===== src/rtl/par_frame_pkg.sv =====
// Shared types and line levels for the parity-framing serial transmitter.
package par_frame_pkg;

    typedef enum logic [1:0] {
        IDLE  = 2'd0,
        START = 2'd1,
        DATA  = 2'd2,
        STOP  = 2'd3
    } state_e;

    localparam logic IDLE_LVL  = 1'b1;
    localparam logic START_LVL = 1'b0;
    localparam logic STOP_LVL  = 1'b1;

endpackage


===== src/rtl/par_frame_tx_if.sv =====
// Producer-side word handshake plus serial line and status of par_frame_tx.
interface par_frame_tx_if #(parameter int DATA_W = 4);
    import par_frame_pkg::*;

    // A word transfers on a rising edge where din_valid && din_ready are both 1;
    // the producer must hold din stable while din_valid=1 and din_ready=0.
    logic [DATA_W-1:0] din;
    logic              din_valid;
    logic              din_ready;
    logic              tx_out;
    logic              tx_busy;
    logic              frame_done;
    logic              frame_par;
    state_e            fsm_state;

    modport master (
        output din, din_valid,
        input  din_ready, tx_out, tx_busy, frame_done, frame_par, fsm_state
    );

    modport slave (
        input  din, din_valid,
        output din_ready, tx_out, tx_busy, frame_done, frame_par, fsm_state
    );

endinterface


===== src/rtl/par_gen_n.sv =====
// Even-parity generator: appends the XOR of the payload as the frame LSB.
module par_gen_n #(
    parameter int DATA_W = 4
) (
    input  logic [DATA_W-1:0] din,
    output logic [DATA_W:0]   dout,
    output logic              parity
);

    assign parity = ^din;
    assign dout   = {din, parity};

endmodule


===== src/rtl/par_frame_tx.sv =====
// Serial frame transmitter: start bit, payload MSB first, even parity, stop bit.
module par_frame_tx
    import par_frame_pkg::*;
#(
    parameter int DATA_W   = 4,
    parameter int BAUD_DIV = 1
) (
    input  logic         clk,
    input  logic         rst,
    par_frame_tx_if.slave bus
);

    localparam int BAUD_W = (BAUD_DIV > 1) ? $clog2(BAUD_DIV) : 1;
    localparam int BIT_W  = $clog2(DATA_W + 1);
    localparam logic [BAUD_W-1:0] BAUD_LAST = BAUD_W'(BAUD_DIV - 1);
    localparam logic [BIT_W-1:0]  BIT_LAST  = BIT_W'(DATA_W);

    state_e              state_q, state_d;
    logic [BAUD_W-1:0]   baud_cnt_q, baud_cnt_d;
    logic [BIT_W-1:0]    bit_cnt_q, bit_cnt_d;
    logic [DATA_W:0]     shift_q, shift_d;
    logic                tx_out_q, tx_out_d;
    logic                tx_busy_q, tx_busy_d;
    logic                frame_done_q, frame_done_d;
    logic                par_q, par_d;
    logic [DATA_W:0]     gen_dout;
    logic                gen_parity;
    logic                din_ready;
    logic                baud_end;

    par_gen_n #(.DATA_W(DATA_W)) u_par_gen (
        .din    (bus.din),
        .dout   (gen_dout),
        .parity (gen_parity)
    );

    assign din_ready = (state_q == IDLE) && !rst;
    assign baud_end  = (baud_cnt_q == BAUD_LAST);

    // Outputs are computed for the state being entered so they stay registered.
    always_comb begin
        state_d      = state_q;
        baud_cnt_d   = baud_cnt_q;
        bit_cnt_d    = bit_cnt_q;
        shift_d      = shift_q;
        tx_out_d     = tx_out_q;
        tx_busy_d    = tx_busy_q;
        par_d        = par_q;
        frame_done_d = 1'b0;
        case (state_q)
            IDLE: begin
                if (bus.din_valid && din_ready) begin
                    state_d    = START;
                    shift_d    = gen_dout;
                    par_d      = gen_parity;
                    baud_cnt_d = '0;
                    bit_cnt_d  = '0;
                    tx_out_d   = START_LVL;
                    tx_busy_d  = 1'b1;
                end
            end
            START: begin
                if (baud_end) begin
                    state_d    = DATA;
                    baud_cnt_d = '0;
                    tx_out_d   = shift_q[DATA_W];
                end else begin
                    baud_cnt_d = baud_cnt_q + BAUD_W'(1);
                end
            end
            DATA: begin
                if (baud_end) begin
                    baud_cnt_d = '0;
                    if (bit_cnt_q == BIT_LAST) begin
                        state_d   = STOP;
                        bit_cnt_d = '0;
                        tx_out_d  = STOP_LVL;
                    end else begin
                        bit_cnt_d = bit_cnt_q + BIT_W'(1);
                        shift_d   = shift_q << 1;
                        tx_out_d  = shift_q[DATA_W-1];
                    end
                end else begin
                    baud_cnt_d = baud_cnt_q + BAUD_W'(1);
                end
            end
            STOP: begin
                if (baud_end) begin
                    state_d      = IDLE;
                    baud_cnt_d   = '0;
                    tx_out_d     = IDLE_LVL;
                    tx_busy_d    = 1'b0;
                    frame_done_d = 1'b1;
                end else begin
                    baud_cnt_d = baud_cnt_q + BAUD_W'(1);
                end
            end
            default: begin
                state_d = IDLE;
            end
        endcase
    end

    always_ff @(posedge clk) begin
        if (rst) begin
            state_q      <= IDLE;
            baud_cnt_q   <= '0;
            bit_cnt_q    <= '0;
            shift_q      <= '0;
            tx_out_q     <= IDLE_LVL;
            tx_busy_q    <= 1'b0;
            frame_done_q <= 1'b0;
            par_q        <= 1'b0;
        end else begin
            state_q      <= state_d;
            baud_cnt_q   <= baud_cnt_d;
            bit_cnt_q    <= bit_cnt_d;
            shift_q      <= shift_d;
            tx_out_q     <= tx_out_d;
            tx_busy_q    <= tx_busy_d;
            frame_done_q <= frame_done_d;
            par_q        <= par_d;
        end
    end

    assign bus.din_ready  = din_ready;
    assign bus.tx_out     = tx_out_q;
    assign bus.tx_busy    = tx_busy_q;
    assign bus.frame_done = frame_done_q;
    assign bus.frame_par  = par_q;
    assign bus.fsm_state  = state_q;

endmodule


===== src/flat_wrapper.sv =====
// flat-port wrapper written by rule: the top's interface ports become plain ports
module par_frame_tx_flat import par_frame_pkg::*;
#(
    parameter int DATA_W   = 4,
    parameter int BAUD_DIV = 1
)
  (clk, rst, bus_din, bus_din_valid, bus_din_ready, bus_tx_out, bus_tx_busy, bus_frame_done, bus_frame_par, bus_fsm_state);
  par_frame_tx_if #(.DATA_W(DATA_W)) bus_i ();
  input  logic clk;
  input  logic rst;
  input wire logic [$bits(bus_i.din)-1:0] bus_din;
  input wire logic [$bits(bus_i.din_valid)-1:0] bus_din_valid;
  output wire logic [$bits(bus_i.din_ready)-1:0] bus_din_ready;
  output wire logic [$bits(bus_i.tx_out)-1:0] bus_tx_out;
  output wire logic [$bits(bus_i.tx_busy)-1:0] bus_tx_busy;
  output wire logic [$bits(bus_i.frame_done)-1:0] bus_frame_done;
  output wire logic [$bits(bus_i.frame_par)-1:0] bus_frame_par;
  output wire logic [$bits(bus_i.fsm_state)-1:0] bus_fsm_state;
  assign bus_i.din = bus_din;
  assign bus_i.din_valid = bus_din_valid;
  assign bus_din_ready = bus_i.din_ready;
  assign bus_tx_out = bus_i.tx_out;
  assign bus_tx_busy = bus_i.tx_busy;
  assign bus_frame_done = bus_i.frame_done;
  assign bus_frame_par = bus_i.frame_par;
  assign bus_fsm_state = bus_i.fsm_state;
  par_frame_tx #(.DATA_W(DATA_W), .BAUD_DIV(BAUD_DIV)) u_core (.clk(clk), .rst(rst), .bus(bus_i));
endmodule

===== config.mk =====
export PLATFORM = sky130hd
export DESIGN_NAME = par_frame_tx_flat
export DESIGN_NICKNAME = d
export VERILOG_FILES = /design/src/rtl/par_frame_pkg.sv /design/src/rtl/par_frame_tx_if.sv /design/src/rtl/par_gen_n.sv /design/src/rtl/par_frame_tx.sv /design/src/flat_wrapper.sv
export SDC_FILE = /design/constraint.sdc
export NUM_CORES = 1
export LEC_CHECK = 0
export ABC_CLOCK_PERIOD_IN_PS = 1400
export CORE_MARGIN = 5
export CORE_UTILIZATION = 30
export CTS_BUF_LIST = sky130_fd_sc_hd__clkbuf_4 sky130_fd_sc_hd__clkbuf_8
export DETAILED_ROUTE_END_ITERATION = 6
export GPL_ROUTABILITY_DRIVEN = 1
export PLACE_DENSITY = 0.58
export SLEW_MARGIN = 25
export SYNTH_ARGS = -nofsm -noshare
export SYNTH_HDL_FRONTEND = slang
export SYNTH_SLANG_ARGS = --single-unit

===== constraint.sdc =====
create_clock -name clk -period 1.4 [get_ports clk]
set_input_delay 0.21 -clock clk [delete_from_list [all_inputs] [get_ports clk]]
set_output_delay 0.21 -clock clk [all_outputs]
set_load 0.03 [all_outputs]

# Yosys cells after proc, flatten, opt, wreduce, memory -nomap -nowiden
# Cells that the tools add are included.
[classes] reduce_logical=15 bitwise=1 eq_ne=10 addsub=2 mux=26
[op_table] operator="5-bit two-way mux" n=3
[op_table] operator="2-bit two-way mux" n=5
[op_table] operator="2-bit != test, second input constant" n=5
[op_table] operator="5-bit one-hot mux with 2 select lines" n=1
[op_table] operator="1-bit two-way mux" n=9
[op_table] operator="3-bit two-way mux" n=3
[op_table] operator="2-bit one-hot mux with 4 select lines" n=1
[op_table] operator="4-bit AND reduction" n=2
[op_table] operator="3-bit one-hot mux with 2 select lines" n=1
[op_table] operator="3-bit AND reduction" n=2
[op_table] operator="5-bit AND reduction" n=1
[op_table] operator="2-bit equality test, second input constant" n=2
[op_table] operator="1-bit one-hot mux with 2 select lines" n=2
[op_table] operator="1-bit one-hot mux with 4 select lines" n=1
[op_table] operator="2-bit nonzero test" n=2
[op_table] operator="4-bit XOR reduction" n=1
[op_table] operator="3-bit by 1-bit adder with 3-bit output, second input constant" n=1
[op_table] operator="3-bit equality test, second input constant" n=1
[op_table] operator="3-bit OR reduction" n=1
[op_table] operator="2-bit by 1-bit equality test with 1-bit output, second input constant" n=1
[op_table] operator="1-bit logical AND" n=2
[op_table] operator="2-bit zero test" n=1
[op_table] operator="2-bit by 1-bit != test with 1-bit output, second input constant" n=1
[op_table] operator="2-bit AND reduction" n=1
[op_table] operator="4 further kinds" n=4
[totals] output_inout_bits=7 elab_cells=62 ff_bits=15

# Logic depth before layout (Yosys ltp)
[logic_depth] word_depth=5 depth_mapped=7

# Hierarchy
# Synthesis repeated with hierarchy kept, for this count alone.
[hier_totals] cells_unflattened=93 hier_area_um2=799.5
[modules_own_cells] module="par_frame_tx" seq_area_each_um2=280.3 area_per_inst_um2=735.7 cells_per_inst=85 n_inst=1
[modules_own_cells] module="par_gen_n" seq_area_each_um2=0.0 area_per_inst_um2=63.8 cells_per_inst=8 n_inst=1

# Worst setup path before layout
# OpenSTA, ideal clock, no wires.
[synth_path] kind="register to register" start="reg u_core.state_q[0], in the netlist u_core.bus.fsm_state[0]" end="reg u_core.shift_q[1]" arrival_time_ps=1725 n_path_buf=0 setup_slack_ps=-411 path_stages_with_launch=7 synth_period_minus_slack_ps=1811 path_cell_list="dfxtp_1 inv_1 ha_1 and3_1 a211oi_4 nor2_1 a211oi_1"
[synth_between] elab_chain_len=5
[synth_rtl] item="from (decl)" line_no="par_frame_tx.sv:18" rtl="state_e state_q, state_d;"
[synth_rtl] item="from (signal assigned)" line_no="par_frame_tx.sv:115" rtl="state_q <= state_d;"
[synth_rtl] item="2-bit zero test" line_no="par_frame_tx.sv:37, par_frame_tx.sv:50"
[synth_rtl] item="1-bit logical AND" line_no="par_frame_tx.sv:37" rtl="assign din_ready = (state_q == IDLE) && !rst;"
[synth_rtl] item="1-bit logical AND" line_no="par_frame_tx.sv:52" rtl="if (bus.din_valid && din_ready) begin"
[synth_rtl] item="2-bit != test (no line)"
[synth_rtl] item="4-bit AND reduction (no line)"
[synth_rtl] item="to (signal assigned)" line_no="par_frame_tx.sv:118" rtl="shift_q <= shift_d;"
[synth_rtl] item="to (decl)" line_no="par_frame_tx.sv:21" rtl="logic [DATA_W:0] shift_q, shift_d;"
# Parallel ways exist; a longest one is shown, timed or not.
# A chain may end at the register's enable or synchronous reset.

# Worst setup path after layout
[layout_path] start="reg u_core.state_q[0], in the netlist u_core.bus.fsm_state[0]" end="out bus_din_ready"
[layout_between] elab_chain_len=2
[layout_rtl] item="2-bit zero test" line_no="par_frame_tx.sv:37"
[layout_rtl] item="1-bit logical AND" line_no="par_frame_tx.sv:37"
[layout_rtl] item="to (decl)" line_no="flat_wrapper.sv:13" rtl="output wire logic [$bits(bus_i.din_ready)-1:0] bus_din_ready;"
# No other way between the ends.

==> results.txt <==
number of synthesized register bits: 14
register area: 289 µm²
CP max stage delay: 360 ps
Die X: 61.1 µm
GR met2 Demand/Resource: 0.157
root buffer cell: clkbuf_4
hold path depth: 2
sequential fraction of the synthesis area: 0.358
first-pass GRT wire length: 2.78 mm
CTS max path bufs: 2
Multi-input gate area: 537 µm²
Worst slew margin: 0.799
Slew @ Worst Pin: 303 ps
total gr overflow: 0
WS Path Type: register to output port
n_diodes: 0
max-slew violation count: 0
Synth Warn #: 0
Hold Crit Class: register to register
Max VDD drop: 0.849 mV
simple logic cell fraction of the synthesized area: 0.192
worst skew pair latency: 280 ps
status: finished clean
Nets: 133
Worst Path Required: 1190 ps
CP delay by family, top: flip-flops
1st-iter DRT viols: 6
Worst Clk Skew: 0.696 ps
share of Yosys cell area claimed by the top area cell type: 0.358
hold path startpoint: u_core.bus.tx_out$_SDFFE_PP1P_
depth of the worst register-to-register path: 7
dominant cells by area after synthesis: dfxtp_1 36%, ha_1 11%, nor2_1 7.2%, mux2i_1 6.4%, a211oi_1 3.8%
die footprint: 3730 µm²
Setup-failing EPs final: 0
Compound-Gate Fraction of Synth Area: 0.185
P_sw: 0.00100 W
Port Buffer Count: 13
critical path startpoint: u_core.bus.fsm_state[0]$_SDFFE_PP0P_
htree depth: 1
synthesized area: 783 µm²
area leader, netlist: dfxtp_1
Final WS setup: 20.5 ps
final period utilization: 0.985
Slowest-stage cell, CP: dfxtp_4
CTS tree: built
worst path bufs/invs: 2
Gate power share: 0.639
FP Rows: 18
clock power share: 0.110
CP Depth: 4
DR vias: 723
maximum clock rate: 725 MHz
pwr/cell area: 2070 nW/µm²
Filler Cell Count: 250
largest net degree at the start of global routing: 17
clk slew on worst S/H paths: 90 ps
core area: 2480 µm²
Routed wire per std cell: 11.8 µm
GR peak layer: met2
Crit Reg-Reg Startpoint: u_core.bus.fsm_state[1]$_SDFFE_PP0P_
Pre-Repair DR Iteration Count: 4
Initial Utilization: 0.316
Residual DRC: 0
Async SR Flop Fraction: 0
post-DP HPWL: 1.26 mm
P_leak: 0.487 nW
dpl ws: -192 ps
Total Routing Usage GR: 0.103
Cells after Synth: 88
top_reg_cell synth: dfxtp_1
met3 Usage GRT: 0.0273
GR Util met1: 0.131
top-count cell post-synth: nor2_1
routed wire length: 1.74 mm
boundary pin count: 14
endpoint class of the critical path: output port
Hold Fails Final Rpt: 0
initial antenna violation count: 0
main combinational cell family by area after synthesis: simple AND/OR/NAND/NOR gates
Yosys cell types: 27
antenna-violating nets left: 0
internal power: 0.00143 W
Sw Share: 0.413
RD Place Congestion: 0.737
Vert. Die Dim: 61.1 µm
part of the power in registers: 0.251
Post-synth top cells: 15 x nor2_1, 14 x dfxtp_1, 7 x ha_1
Post-Syn Nets: 102
RSZ-0062 raised after global routing: true
number of flops mapped to enable cells by yosys: 0
Final min period: 1380 ps
clock sinks: 14
Final Power: 0.00243 W
vias in the first global route: 683
Worst setup SP type: register
P&R area growth vs syn: 49.7%
share of layout cells above drive strength 1: 0.356
Post-Synth Adder-Cell Area: 0.112
setup TNS: 0 ps
drt via density: 4.89
Mean Syn Cell Area: 8.90 µm²
XOR/XNOR share of the synthesized area: 0.0335
total CTS buffers: 3
Max Fanout on Critical Path: 5
post-synthesis mux area share: 0.0639
CP Data Arrival Time: 1170 ps
crit path cell chain: inv_4, ha_4, nor2b_4, buf_6
# Max-Cap Violations: 0
kinds of logic (layout without fill, tap and decap cells):
group                      Yosys count  in the layout
DFF                                 14             14
adders and majority gates            7              7
muxes                                5              5
xor gates and xnor gates             3              3
AOI/OAI and AO/OA                   19             19
and+or+nand+nor                     31             31
buffers and inverters                9             39
state kept, by name (all words and copies together) (netlist names):
register / cells
u_core.bit_cnt_q: 3
u_core.bus.frame_done: 1
u_core.bus.frame_par: 1
u_core.bus.fsm_state: 2
u_core.bus.tx_busy: 1
u_core.bus.tx_out: 1
u_core.shift_q: 5
tightest hold or removal path: cells and delay by family (launching register included):
family,cells,cell delay [ps]
DFF,1,330
AOI/OAI and AO/OA,2,110
metrics by stage:
step                hold slack [ps]  cell area (µm²)  std cells   util
global placement                453             1040        137  0.420
finish                          467             1170        148  0.473
floorplan                       387              832         88      -
detailed placement              458             1040        137  0.420
CTS                             475             1110        147  0.450
global route                    523             1170        148  0.473
path summary, 6_finish.rpt:
check | endpoint | slack (ps)
worst max register to register | u_core.shift_q[4]$_SDFFE_PP0P_ | 20
worst max-delay path | bus_din_ready | 20
worst min register to register | u_core.bus.tx_out$_SDFFE_PP1P_ | 470
worst min-delay path | u_core.bus.tx_out$_SDFFE_PP1P_ | 470
layout make-up:
class / count / area share
Multi-Input combinational cell: 65 / 0.458
Sequential cell: 14 / 0.247
Timing Repair Buffer: 30 / 0.218
Tap cell: 30 / 0.0320
Clock buffer: 4 / 0.0256
Inverter: 5 / 0.0203
power groups by stage:
stage | Clock [W] | Sequential, W | Combinational, W
floorplan | 0 | 0.000739 | 0.000769
global placement | 0 | 0.000617 | 0.00124
detailed placement | 0 | 0.000623 | 0.00125
CTS | 0.000282 | 0.000612 | 0.00138
global route | 0.000302 | 0.000626 | 0.00169
finish | 0.000267 | 0.000609 | 0.00155
cell usage in the layout, fill, tap and decap left out, types with 3 or more instances in the layout:
cell type | synthesis | final
nor2_1 | 15 | 12
clkbuf_4 | 0 | 4
nand2b_1 | 4 | 3
a21oi_1 | 5 | 5
nor3_1 | 3 | 3
dlygate4sd2_1 | 0 | 5
dfxtp_1 | 14 | 11
nand2_1 | 4 | 4
buf_4 | 0 | 15
inv_1 | 5 | 3
mux2i_1 | 5 | 5
ha_1 | 7 | 4
buf_6 | 1 | 3
clkdlybuf4s50_1 | 0 | 6
layer usage:
metal,wire [µm],part of all wire
met5,0,0
met1,827,0.47
met2,798,0.46
met3,83,0.048
met4,34,0.019
what timing repair did:
item	CTS	global route
buffers inserted	5	2
pin swaps	2	6
hold buffers	0	0
endpoints found under the hold margin	0	0
setup endpoints to repair	12	12
resized for setup	9	14
cloned	1	0
(Power assumes the default switching activity.)
